### src/rtl/uart_rx_fifo_param_if.sv
// uart_rx_fifo_param_if: serial line plus host-side FIFO signals of the UART receiver
interface uart_rx_fifo_param_if #(
  parameter int DATA_BITS = 8,
  parameter int DEPTH     = 16
);
  logic                   rx;
  logic                   rd_en;
  logic                   clr_ovr;
  logic [DATA_BITS-1:0]   data;
  logic                   perr;
  logic                   ferr;
  logic                   data_rdy;
  logic                   overrun;
  logic [$clog2(DEPTH):0] count;
  logic                   busy;
  modport master (output rx, rd_en, clr_ovr,
                  input  data, perr, ferr, data_rdy, overrun, count, busy);
  modport slave  (input  rx, rd_en, clr_ovr,
                  output data, perr, ferr, data_rdy, overrun, count, busy);
endinterface

### src/rtl/uart_rx_fifo_param.sv
// uart_rx_fifo_param: oversampling UART receiver feeding a first-word-fall-through FIFO
module uart_rx_fifo_param #(
  parameter int CLK_DIV   = 27,
  parameter int OS        = 16,
  parameter int DATA_BITS = 8,
  parameter int PARITY    = 0,
  parameter int STOP_BITS = 1,
  parameter int DEPTH     = 16
) (
  input  logic               clk_i,
  input  logic               rst_ni,
  uart_rx_fifo_param_if.slave bus
);
  localparam int DW = CLK_DIV > 1 ? $clog2(CLK_DIV) : 1;
  localparam int SW = $clog2(OS);
  localparam int AW = $clog2(DEPTH);
  localparam int CW = AW + 1;
  localparam logic [SW-1:0] S_M1  = SW'(OS/2 - 1);
  localparam logic [SW-1:0] S_MID = SW'(OS/2);
  localparam logic [SW-1:0] S_M2  = SW'(OS/2 + 1);
  localparam logic [SW-1:0] S_END = SW'(OS - 1);
  localparam logic [3:0] N_DATA = 4'(DATA_BITS - 1);
  localparam logic [3:0] N_STOP = 4'(STOP_BITS - 1);
  typedef enum logic [2:0] {IDLE, START, DATA, PAR, STOP} state_t;
  state_t               state_q, state_d;
  logic                 rx_s1_q, rx_q;
  logic [DW-1:0]        div_q, div_d;
  logic [SW-1:0]        s_q, s_d;
  logic [3:0]           n_q, n_d;
  logic [DATA_BITS-1:0] sh_q, sh_d;
  logic [1:0]           v_q, v_d;
  logic                 perr_q, perr_d, ferr_q, ferr_d;
  logic                 tick, maj, push;
  logic [DATA_BITS+1:0] mem [DEPTH];
  logic [DATA_BITS+1:0] head;
  logic [AW-1:0]        wp_q, rp_q;
  logic [CW-1:0]        cnt_q, cnt_d;
  logic                 ovr_q, ovr_d;
  logic                 full, pop, wr, ovr_set;
  assign tick  = div_q == DW'(CLK_DIV - 1);
  assign div_d = tick ? '0 : div_q + 1'b1;
  // v_q holds the two earlier samples; the third is the live line value
  assign maj = (v_q[0] & v_q[1]) | (v_q[0] & rx_q) | (v_q[1] & rx_q);
  always_comb begin
    state_d = state_q;
    s_d     = s_q;
    n_d     = n_q;
    sh_d    = sh_q;
    v_d     = v_q;
    perr_d  = perr_q;
    ferr_d  = ferr_q;
    push    = 1'b0;
    if (tick) begin
      s_d = s_q == S_END ? '0 : s_q + 1'b1;
      if (s_q == S_M1 || s_q == S_MID) v_d = {v_q[0], rx_q};
      case (state_q)
        IDLE: begin
          s_d = '0;
          if (!rx_q) begin
            state_d = START;
            n_d     = '0;
            perr_d  = 1'b0;
            ferr_d  = 1'b0;
          end
        end
        START: state_d = (s_q == S_MID && rx_q) ? IDLE : (s_q == S_END) ? DATA : START;
        DATA: begin
          if (s_q == S_M2) sh_d = {maj, sh_q[DATA_BITS-1:1]};
          if (s_q == S_END) begin
            n_d     = n_q == N_DATA ? '0 : n_q + 1'b1;
            state_d = n_q != N_DATA ? DATA : PARITY != 0 ? PAR : STOP;
          end
        end
        PAR: begin
          if (s_q == S_M2) perr_d = ((^sh_q) ^ maj) != (PARITY == 2);
          if (s_q == S_END) state_d = STOP;
        end
        STOP: begin
          if (s_q == S_M2) begin
            ferr_d = ferr_q | ~maj;
            if (n_q == N_STOP) begin
              push    = 1'b1;
              state_d = IDLE;
            end
          end else if (s_q == S_END) n_d = n_q + 1'b1;
        end
        default: state_d = IDLE;
      endcase
    end
  end
  assign full    = cnt_q == CW'(DEPTH);
  assign pop     = bus.rd_en && cnt_q != '0;
  assign wr      = push && (!full || pop);
  assign ovr_set = push && full && !pop;
  assign cnt_d   = cnt_q + CW'(wr) - CW'(pop);
  assign ovr_d   = ovr_set ? 1'b1 : bus.clr_ovr ? 1'b0 : ovr_q;
  always_ff @(posedge clk_i or negedge rst_ni) begin
    if (!rst_ni) begin
      rx_s1_q <= 1'b1;
      rx_q    <= 1'b1;
      div_q   <= '0;
      state_q <= IDLE;
      s_q     <= '0;
      n_q     <= '0;
      sh_q    <= '0;
      v_q     <= '0;
      perr_q  <= 1'b0;
      ferr_q  <= 1'b0;
      wp_q    <= '0;
      rp_q    <= '0;
      cnt_q   <= '0;
      ovr_q   <= 1'b0;
    end else begin
      rx_s1_q <= bus.rx;
      rx_q    <= rx_s1_q;
      div_q   <= div_d;
      state_q <= state_d;
      s_q     <= s_d;
      n_q     <= n_d;
      sh_q    <= sh_d;
      v_q     <= v_d;
      perr_q  <= perr_d;
      ferr_q  <= ferr_d;
      wp_q    <= wr ? wp_q + 1'b1 : wp_q;
      rp_q    <= pop ? rp_q + 1'b1 : rp_q;
      cnt_q   <= cnt_d;
      ovr_q   <= ovr_d;
    end
  end
  // The stop bit being sampled now is folded straight into the stored tag
  always_ff @(posedge clk_i) begin
    if (wr) mem[wp_q] <= {ferr_q | ~maj, perr_q, sh_q};
  end
  assign head         = mem[rp_q];
  assign bus.data_rdy = cnt_q != '0;
  assign bus.data     = bus.data_rdy ? head[DATA_BITS-1:0] : '0;
  assign bus.perr     = bus.data_rdy & head[DATA_BITS];
  assign bus.ferr     = bus.data_rdy & head[DATA_BITS+1];
  assign bus.overrun  = ovr_q;
  assign bus.count    = cnt_q;
  assign bus.busy     = state_q != IDLE;
endmodule

### src/flat_wrapper.sv
// flat-port wrapper written by rule: the top's interface ports become plain ports
module uart_rx_fifo_param_flat 
#(
  parameter int CLK_DIV   = 27,
  parameter int OS        = 16,
  parameter int DATA_BITS = 8,
  parameter int PARITY    = 0,
  parameter int STOP_BITS = 1,
  parameter int DEPTH     = 16
)
  (clk_i, rst_ni, bus_rx, bus_rd_en, bus_clr_ovr, bus_data, bus_perr, bus_ferr, bus_data_rdy, bus_overrun, bus_count, bus_busy);
  uart_rx_fifo_param_if #(.DATA_BITS(DATA_BITS), .DEPTH(DEPTH)) bus_i ();
  input  logic clk_i;
  input  logic rst_ni;
  input wire logic [$bits(bus_i.rx)-1:0] bus_rx;
  input wire logic [$bits(bus_i.rd_en)-1:0] bus_rd_en;
  input wire logic [$bits(bus_i.clr_ovr)-1:0] bus_clr_ovr;
  output wire logic [$bits(bus_i.data)-1:0] bus_data;
  output wire logic [$bits(bus_i.perr)-1:0] bus_perr;
  output wire logic [$bits(bus_i.ferr)-1:0] bus_ferr;
  output wire logic [$bits(bus_i.data_rdy)-1:0] bus_data_rdy;
  output wire logic [$bits(bus_i.overrun)-1:0] bus_overrun;
  output wire logic [$bits(bus_i.count)-1:0] bus_count;
  output wire logic [$bits(bus_i.busy)-1:0] bus_busy;
  assign bus_i.rx = bus_rx;
  assign bus_i.rd_en = bus_rd_en;
  assign bus_i.clr_ovr = bus_clr_ovr;
  assign bus_data = bus_i.data;
  assign bus_perr = bus_i.perr;
  assign bus_ferr = bus_i.ferr;
  assign bus_data_rdy = bus_i.data_rdy;
  assign bus_overrun = bus_i.overrun;
  assign bus_count = bus_i.count;
  assign bus_busy = bus_i.busy;
  uart_rx_fifo_param #(.CLK_DIV(CLK_DIV), .OS(OS), .DATA_BITS(DATA_BITS), .PARITY(PARITY), .STOP_BITS(STOP_BITS), .DEPTH(DEPTH)) u_core (.clk_i(clk_i), .rst_ni(rst_ni), .bus(bus_i));
endmodule
### config.mk
export PLATFORM = sky130hd
export DESIGN_NAME = uart_rx_fifo_param_flat
export DESIGN_NICKNAME = d
export VERILOG_FILES = /design/src/rtl/uart_rx_fifo_param_if.sv /design/src/rtl/uart_rx_fifo_param.sv /design/src/flat_wrapper.sv
export SDC_FILE = /design/constraint.sdc
export NUM_CORES = 1
export LEC_CHECK = 0
export CORE_MARGIN = 2
export CORE_UTILIZATION = 55
export DETAILED_ROUTE_END_ITERATION = 6
export GPL_TIMING_DRIVEN = 0
export PLACE_DENSITY = 0.75
export SLEW_MARGIN = 5
export SYNTH_ARGS = -nofsm -noshare
export SYNTH_HDL_FRONTEND = slang
export SYNTH_SLANG_ARGS = --single-unit
### constraint.sdc
create_clock -name clk_i -period 2.5 [get_ports clk_i]
set_clock_uncertainty 0.05 [all_clocks]
set_input_delay 0.25 -clock clk_i [delete_from_list [all_inputs] [get_ports clk_i]]
set_output_delay 0.25 -clock clk_i [all_outputs]
set_load 0.005 [all_outputs]
=== After elaboration in Yosys (flattened, before gate mapping) ===
Memory sizes are Yosys's and may differ from the RTL's.
Cells that the tools add are included.

* Register bits: 44
* Bits in latches: 0
* Memory bits (writable): 160
* Bits in read-only memories: 0
* Output and inout bits: 18
* Word-level logic and storage cells: 108
* Memories: 1

{| class="wikitable"
|+ Memories
! name !! depth !! width !! read ports !! clocked after memory_dff !! wr ports !! RTL line !! source
|-
| u_core.mem || 16 || 10 || 1 || 0 || 1 || uart_rx_fifo_param.sv:34 || <nowiki>logic [DATA_BITS+1:0] mem [DEPTH];</nowiki>
|}

* Add/sub/neg operators: 7
* Multiply operators: 0
* Div/mod/pow operators: 0
* $lt $le $gt $ge: 0
* Eq/ne operators: 20
* Shift-type cells: 0
* Muxes and demuxes: 32
* Bitwise operators: 10
* Reduce and logical (&&, ||, !) cells: 24

{| class="wikitable"
|+ Operator list
! cell !! count
|-
| $mux W4 || 7
|-
| $mux W3 || 7
|-
| $add A4 B1 Y4 const B || 4
|-
| $pmux W3 S5 || 1
|-
| $eq A4 B4 Y1 const B || 3
|-
| $ne A2 B1 Y1 const B || 6
|-
| $pmux W4 S3 || 1
|-
| $reduce_and A6 Y1 || 2
|-
| $mux W1 || 11
|-
| $eq A5 B5 Y1 const B || 2
|-
| $eq A4 B3 Y1 const B || 2
|-
| $mux W8 || 1
|-
| $reduce_and A4 Y1 || 2
|-
| $reduce_xor A8 Y1 || 1
|-
| $eq A3 B2 Y1 const B || 2
|-
| $reduce_bool A2 Y1 || 3
|-
| $reduce_bool A3 Y1 || 2
|-
| $add A5 B1 Y5 || 1
|-
| $add A5 B1 Y5 const B || 1
|-
| $and A1 B1 Y1 || 5
|-
| $logic_and A1 B1 Y1 || 5
|-
| $mux W5 || 1
|-
| $reduce_bool A5 Y1 || 1
|-
| $sub A5 B1 Y5 || 1
|-
| 15 further kinds || 21
|}

=== Longest topological paths before layout ===
Gate-level depths: netlist of run 1.

* Word-level depth: 8
* Depth in mapped cells: 13
* Gate-level depth less buffers: 12

=== Worst setup path before layout of run 1 ===
No wires, ideal clock.

* Path type: reg2reg
* From: reg u_core.cnt_q[3] (netlist: u_core.bus.count[3])
* To: reg u_core.cnt_q[4] (netlist: u_core.bus.count[4])
* Library setup time: 0.123 ns
* Arrival: 2.362 ns
* Data required time: 2.327 ns
* Slack: -0.035 ns
* Stages on the path, launching flop included: 14
* Buffers on the path: 1
* Path through: dfrtp_1 inv_1 ha_1 nor4b_1 nor2b_1 clkbuf_1 ha_1 inv_1 ha_1 fa_1 a21oi_1 nor2_1 nor2_1 xnor2_1

* Cells in the longest elaborated chain, start to end: 6
* Elaborated cells between the ends (all ways): 8
* Classes of those cells: add/sub: 2; eq/ne: 1; reduce/logical: 5

{| class="wikitable"
|+ RTL lines
! element !! RTL line !! source
|-
| start: declaration || uart_rx_fifo_param.sv:37 || <nowiki>logic [CW-1:0] cnt_q, cnt_d;</nowiki>
|-
| start signal: assignment || uart_rx_fifo_param.sv:126 || <nowiki>cnt_q <= cnt_d;</nowiki>
|-
| $reduce_bool A5 Y1 (*) || uart_rx_fifo_param.sv:92 || <nowiki>assign pop = bus.rd_en && cnt_q != '0;</nowiki>
|-
| $logic_and A1 B1 Y1 (*) || uart_rx_fifo_param.sv:92 ||
|-
| via u_core.pop || uart_rx_fifo_param.sv:39 || <nowiki>logic full, pop, wr, ovr_set;</nowiki>
|-
| $logic_or A1 B1 Y1 || uart_rx_fifo_param.sv:93 || <nowiki>assign wr = push && (!full || pop);</nowiki>
|-
| $logic_and A1 B1 Y1 || uart_rx_fifo_param.sv:93 ||
|-
| $add A5 B1 Y5 || uart_rx_fifo_param.sv:95 || <nowiki>assign cnt_d = cnt_q + CW'(wr) - CW'(pop);</nowiki>
|-
| $sub A5 B1 Y5 (*) || uart_rx_fifo_param.sv:95 ||
|-
| via u_core.cnt_d[4] || uart_rx_fifo_param.sv:37 ||
|}

The timed path passes the listed nets; every way through them passes the cells marked *.
A chain may end at the register's enable or synchronous reset.

=== Final worst setup path of run 1 ===
* From: reg u_core.rp_q[0]
* To: out bus_data[2]

* Cells in the longest elaborated chain, start to end: 2

{| class="wikitable"
|+ RTL lines
! element !! RTL line !! source
|-
| start: declaration || uart_rx_fifo_param.sv:36 || <nowiki>logic [AW-1:0] wp_q, rp_q;</nowiki>
|-
| start signal: assignment || uart_rx_fifo_param.sv:125 || <nowiki>rp_q <= pop ? rp_q + 1'b1 : rp_q;</nowiki>
|-
| $mem_v2 Z16 W10 || - ||
|-
| $mux W8 || uart_rx_fifo_param.sv:136 || <nowiki>assign bus.data = bus.data_rdy ? head[DATA_BITS-1:0] : '0;</nowiki>
|-
| end: declaration || flat_wrapper.sv:18 || <nowiki>output wire logic [$bits(bus_i.data)-1:0] bus_data;</nowiki>
|}

No other way between the ends.

==> results of run 1 <==
-- cell type report --
type | count | area, sq um
Buffer | 19 | 175
Clock inverter | 4 | 16.3
Multi-Input combinational cell | 238 | 2740
Sequential cell | 204 | 5910
Fill cell | 943 | 4920
Timing Repair Buffer | 61 | 606
Inverter | 19 | 71.3
Tap cell | 211 | 264
Clock buffer | 28 | 552
-- Yosys cell counts, types with 2 or more instances --
library cell	instances	area, sq um
o31ai_1	2	15.0
mux2_2	15	169
inv_1	19	71.3
and4_1	4	35.0
nor3_1	5	25.0
xor2_1	7	61.3
dfrtp_1	42	1050
nor3b_1	4	30.0
nor2_1	11	41.3
buf_6	4	45.0
and4b_1	2	20.0
and2_1	22	138
nor4b_1	4	35.0
edfxtp_1	160	4800
o22ai_1	2	12.5
mux4_2	50	1130
nor2b_1	5	31.3
nor4_1	3	18.8
xnor2_1	12	105
nor2_2	2	12.5
o21ai_0	11	55.1
nand2_1	12	45.0
a31oi_1	2	12.5
ha_1	18	225
a211o_1	2	17.5
dfstp_2	2	52.6
nand3_1	4	20.0
buf_2	5	25.0
nand4_1	4	25.0
nand2b_1	3	18.8
a21o_1	3	22.5
nand3b_1	3	22.5
clkbuf_1	13	48.8
a21oi_1	8	40.0
-- flip-flops by register name, indices dropped and copies added, names as in the netlist, 2 cells and up --
| name | flops |
|---|---|
| u_core.mem | 160 |
| u_core.sh_q | 8 |
| u_core.bus.count | 5 |
| u_core.div_q | 5 |
| u_core.n_q | 4 |
| u_core.rp_q | 4 |
| u_core.s_q | 4 |
| u_core.wp_q | 4 |
| u_core.state_q | 3 |
| u_core.v_q | 2 |
-- path summary, 6_finish.rpt --
kind	startpoint	to	cells after the start
max	u_core.rp_q[0]$_DFFE_PN0P_	bus_data[2]	8
min	bus_rx	u_core.rx_s1_q$_DFF_PN1_	1
max reg2reg	u_core.bus.count[3]$_DFF_PN0_	u_core.bus.count[4]$_DFF_PN0_	13
min reg2reg	u_core.rx_s1_q$_DFF_PN1_	u_core.rx_q$_DFF_PN1_	0
max in group asynchronous	rst_ni	u_core.rx_q$_DFF_PN1_	3
min in group asynchronous	rst_ni	u_core.n_q[0]$_DFFE_PN0P_	2
-- worst register-to-register path: stages (launching register included) --
cell and delay [ns]:
dfrtp_1 0.41, inv_2 0.09, ha_4 0.13, nor4b_4 0.23
buf_4 0.18, nor2b_4 0.05, ha_4 0.26, inv_2 0.04
ha_4 0.15, fa_2 0.35, a21oi_2 0.14, nor2_2 0.07
nor2_2 0.14, xnor2_1 0.13
-- cells by family after synthesis --
kind of cell               after synthesis  synth area share, %
DFF                                    204                 68.5
and+or+nand+nor                         92                 6.35
muxes                                   66                 15.1
buffers and inverters                   42                 2.25
AOI/OAI and AO/OA                       36                 2.65
xor gates and xnor gates                20                 2.19
adders and majority gates               20                 2.96
-- timing repair --
action	4_1_cts	5_1_grt
pin swaps	8	12
hold buffers	1	0
buffers inserted	25	14
hold endpoints to repair	17	0
setup endpoints to repair	175	144
cloned	3	4
resized for setup	121	32
-- per-layer routing --
| layer | track usage (%) | wire length [um] |
|---|---|---|
| met4 | 5.43 | 277 |
| met1 | 28.9 | 7390 |
| met3 | 3.72 | 1180 |
| met2 | 39.0 | 9470 |
| met5 | 0 | 0 |
-- power by group --
part	switching (mW)	internal (mW)	total, mW
clock	1.19	1.53	2.72
combinational	0.982	1.17	2.15
sequential	0.115	3.71	3.82
==> impl_results.md, run 1 <==
- Pins Over Slew Limit: 0
- # rows: 45
- Slew headroom: 54.1%
- IO Count: 23
- Worst Setup Start Kind: register
- Crit path DAT: roughly 2.6 ns
- NumNets Final: 588
- Final Wtd Congestion: 0.818
- Core footprint: 15300 sq um
- CTS root buffer: clkbuf_16
- Post-DRT Antenna Nets: 0
- CTS tree: done
- Number of global-route vias before repair: between 4000 and 5000
- Slowest cell on crit path: mux4_2
- CTS Buffer Depth: 3
- Crit share post-route: 115%
- Die W: around 130 um
- Vias/cell: 5.99
- Die Area: 16700 sq um
- Starting density of the core: 56.5%
- I/O Buffers: 22
- Fin cells: 784
- Failing checks: negative setup slack
- Antenna fix cells: 0
- Worst Path Required: approximately 2.2 ns
- First-pass GRT wire length: 27300 um
- Critical Path End Type: output port
- Synthesized Nets: 504
- RSZ-0062 raised after global routing: true
- Final core occ: between 60 and 70%
- Worst-Margin Slew: 0.688 ns
- Total Wirelength: 18300 um
- CP max stage delay: roughly 0.48 ns
- DRC Markers: 0
- Syn-to-layout area delta: 19.8%
- Crit Path Max Fanout: 5
- Distinct cells, synth: a little under 50
- Most common cell after layout, fill and taps aside: edfxtp_1
- Minimum clock period after layout: 2.88 ns
- Pre-CTS WS: -0.590 ns
- Fin area: approximately 10000 sq um
- Clock-pin slew on the worst setup and hold paths: 0.06 ns
- Kind of critical path: register to output port
- Final Setup Violations: 11
- Layout cell share with drive strength beyond 1: a little over a third
- Total chip power: ~8.7 mW
- Cell count after synthesis: 480
- Leakage: 4.02 nW
- DP Cell Count: 714
- Hold Crit Class: input port to register
- Sum Neg Setup Slack: -3.34 ns
- P per Cell Area: 841 nW/um^2
- Worst-Skew Late Latency: 0.48 ns
- Crit path cell chain: buf_8 -> buf_12 -> buf_8 -> buf_6 -> mux4_2 -> mux4_2 -> and2_4 -> buf_6
- Drt pass-1 iters: 5
- Chip height: 129 um
- Post-detail-place hpwl: 10400 um
- Top cell family by delay on the critical path: multiplexers
- Asr flop ratio synth: 21.6%
- Buf/Inv on CP: 5
- Most frequent cells in the layout: 160 x edfxtp_1, 50 x mux4_2, 41 x dfrtp_1
- DRT iter0 DRCs: around 330
- CTS sink cnt: 204
- YS warnings: 0
- Per-cell routed wire length: 23.4 um
- Post-synth EDFFs: 160
- Initial antenna violation count: 0
- H-Tree Level Count: 1
- Synth Flop Type: edfxtp_1
- Max-cap check violation count: 0
- Via count: ~4700
- Maximum clock rate: 347 MHz
- Worst vdd ir: 0.479 mV
- Hold Fails Final Rpt: 0
- Cts bufs inserted: 21
- Syn avg cell area: around 18 sq um
- Synthesized area: 8630 sq um
- Register area share after synthesis: 68.5%
- Placed standard-cell area: 9130 sq um
- Run status: finished, violations left
- Total track usage: 22.1%
- Final WS setup: -0.381 ns
- Grt total ovfl: 0
- Reg2Reg Setup Slack: -0.01 ns
- Hold Slack: around 0.13 ns
- FF+latch count, synth: 204
- Largest net degree at the start of global routing: 27
Note: power is estimated with default switching activity, not from simulation.
==> inputs of run 2 (changes only) <==
--- a/config.mk
+++ b/config.mk
@@ -8,8 +8,10 @@
 export CORE_MARGIN = 2
 export CORE_UTILIZATION = 55
 export DETAILED_ROUTE_END_ITERATION = 6
+export GPL_ROUTABILITY_DRIVEN = 0
 export GPL_TIMING_DRIVEN = 0
 export PLACE_DENSITY = 0.75
+export SETUP_SLACK_MARGIN = 0.05
 export SLEW_MARGIN = 5
 export SYNTH_ARGS = -nofsm -noshare
 export SYNTH_HDL_FRONTEND = slang
==> run 2 against run 1 <==
Against the previous run: the flow still finishes with violations (negative setup slack); final area is 0.23% higher; flip-flop and latch count stayed put; first-iteration DRC count decreased by 1.8%; register-to-register slack worse by 0.02 ns; utilization grew 0.16 points; combinational power is essentially flat; clock-buffer cell count stayed put; largest power group unchanged.
==> impl_results.md, run 2 (synthesized netlist as in run 1, its figures left out) <==
- Worst vdd ir: 0.477 mV (-0.28%)
- Syn-to-layout area delta: 20.0%
- Leakage: 4.02 nW (about the same)
- Worst-Margin Slew: 0.700 ns (+0.0118 ns)
- P per Cell Area: 837 nW/um^2 (-0.52%)
- Vias/cell: 6.01 (+0.21%)
- Maximum clock rate: 341 MHz (-1.6%)
- Final Setup Violations: 11 (unchanged)
- Worst hold path stage count: 1 (unchanged)
- CTS tree: done
- I/O Buffers: 22 (unchanged)
- DRC Markers: 0 (unchanged)
- Largest net degree at the start of global routing: 27 (unchanged)
- Hold Fails Final Rpt: 0 (unchanged)
- Reg2Reg Setup Slack: -0.03 ns (-0.02 ns)
- Crit Path Max Fanout: 5 (unchanged)
- Per-cell routed wire length: 23.3 um (-0.28%)
- Post-DRT Antenna Nets: 0 (unchanged)
- Via count: 4709 (+0.21%)
- Total chip power: 8.67 mW (-0.29%)
- Run status: finished, violations left
- Antenna fix cells: 0 (unchanged)
- Final WS setup: -0.428 ns (-0.0470 ns)
- Worst Hold Endpoint: u_core.rx_s1_q$_DFF_PN1_
- Starting density of the core: 56.5% (unchanged)
- Core footprint: 15300 sq um (unchanged)
- Largest register by flop count: u_core.mem
- Crit path DAT: 2.63 ns (+0.05 ns)
- DRT iter0 DRCs: 325 (-1.8%)
- Initial antenna violation count: 0 (unchanged)
- Total track usage: 22.4% (+0.29 points)
- Worst hold path startpoint: bus_rx
- IO Count: 23 (unchanged)
- Minimum clock period after layout: 2.93 ns (+0.0470 ns)
- Largest register FFs: 160 (unchanged)
- Cts bufs inserted: 21 (unchanged)
- CTS sink cnt: 204 (unchanged)
- Number of global-route vias before repair: 4849 (+1.1%)
- Die Area: 16700 sq um (unchanged)
- CTS Buffer Depth: 3 (unchanged)
- Drt pass-1 iters: 4 (-1)
- Most frequent cells in the layout: 160 x edfxtp_1, 50 x mux4_2, 41 x dfrtp_1
- Failing checks: negative setup slack
- FF-to-FF End: u_core.bus.count[4]$_DFF_PN0_
- Hold Crit Class: input port to register
- First-pass GRT wire length: 27700 um (+1.2%)
- Kind of critical path: register to output port
- Max-cap check violation count: 0 (unchanged)
- NumNets Final: 588 (unchanged)
- Worst Path Required: 2.20 ns (about the same)
- Pins Over Slew Limit: 0 (unchanged)
- H-Tree Level Count: 1 (unchanged)
- RSZ-0062 raised after global routing: true
- # rows: 45 (unchanged)
- Final core occ: 67.9% (+0.16 points)
- Total Wirelength: 18300 um (-0.28%)
- Biggest regs: u_core.mem x160, u_core.sh_q x8
- Clock-pin slew on the worst setup and hold paths: 0.06 ns (about the same)
- Post-detail-place hpwl: 10400 um (unchanged)
- Layout cell share with drive strength beyond 1: 35.1% (unchanged)
- Reg2reg start: u_core.bus.count[3]$_DFF_PN0_
- Critical Path End Type: output port
- Worst-Skew Late Latency: 0.48 ns (about the same)
- Worst reg2reg path depth: 13 (unchanged)
- Slew headroom: 53.3% (-0.78 points)
- Chip height: 129 um (unchanged)
- Grt total ovfl: 0 (unchanged)
- Fill cells: 946 (+0.32%)
- Worst Setup Start Kind: register
- Die W: 129 um (unchanged)
- Crit share post-route: 117% (+1.9 points)
- CTS root buffer: clkbuf_16
- Most common cell after layout, fill and taps aside: edfxtp_1
run 2: changes by cell type in the layout (fill, tap and decap cells not counted), moves of 2 or more:
cell / previous run / this run
buf_4: 27 / 24
and4_2: 4 / 2
and4_4: 0 / 2
buf_6: 13 / 15
nor2_1: 9 / 11
nor2_2: 3 / 1
run 2: power by group:
| group | internal [mW] | total, mW | switching [mW] |
|---|---|---|---|
| Combinational | 1.16 | 2.14 | 0.982 |
| Clock | 1.53 | 2.72 | 1.19 |
| Sequential | 3.71 | 3.81 | 0.0989 |
run 2: cell type report:
type | instances | area, sq um | area share (%)
clock inverters | 4 | 16.3 | 0.157
inverters | 19 | 71.3 | 0.689
multi-input cells | 238 | 2750 | 26.6
well taps | 211 | 264 | 2.55
flip-flops and latches | 204 | 5910 | 57.1
repair buffers | 60 | 608 | 5.87
clock buffers | 28 | 552 | 5.33
plain buffers | 20 | 183 | 1.76
run 2: per-layer routing:
| layer | GRT usage [%] | share of wire, % |
|---|---|---|
| met5 | 0 | 0 |
| met1 | 29.0 | 40 |
| met2 | 39.9 | 52 |
| met4 | 4.92 | 1.6 |
| met3 | 3.84 | 6.5 |
run 2: how the worst max path moves through the flow:
stage / from / to / slack (ns)
6_report: u_core.rp_q[0]$_DFFE_PN0P_ / bus_data[7] / -0.43
5_1_grt: u_core.rp_q[0]$_DFFE_PN0P_ / bus_data[7] / -0.46
4_1_cts: u_core.rp_q[0]$_DFFE_PN0P_ / bus_data[2] / -0.41
3_5_place_dp: u_core.rp_q[1]$_DFFE_PN0P_ / bus_data[5] / -0.59
3_3_place_gp: u_core.rp_q[1]$_DFFE_PN0P_ / bus_ferr / -0.56
2_1_floorplan: u_core.bus.count[3]$_DFF_PN0_ / u_core.bus.count[4]$_DFF_PN0_ / 0.05
run 2: per-stage QoR:
stage / area, sq um / hold WS, ns / setup WS, ns / setup TNS, ns / instances
after global placement: 9120 / 0.300 / -0.556 / -61.36 / 713
after global routing: 10400 / 0.114 / -0.459 / -4.21 / 784
after detailed placement: 9130 / 0.184 / -0.590 / -79.85 / 714
after CTS: 10300 / 0.112 / -0.412 / -3.88 / 776
after floorplan: 8630 / -0.0956 / 0.0526 / 0 / 480
final: 10400 / 0.127 / -0.428 / -3.68 / 784
run 2: timing repair:
item / in CTS / in global routing
resized for setup: 134 / 27
pin swaps: 10 / 17
buffers inserted: 28 / 9
endpoints found under the setup margin: 175 / 145
hold buffers: 1 / 0
gates cloned: 3 / 4
endpoints found under the hold margin: 17 / 0
run 2: critical path, cell delays in order (launching register included):
cell and delay (ns):
dfrtp_1 0.41, buf_8 0.16, buf_12 0.12, buf_12 0.12, buf_6 0.11, mux4_2 0.50, mux4_2 0.47, and2_1 0.15
buf_2 0.12
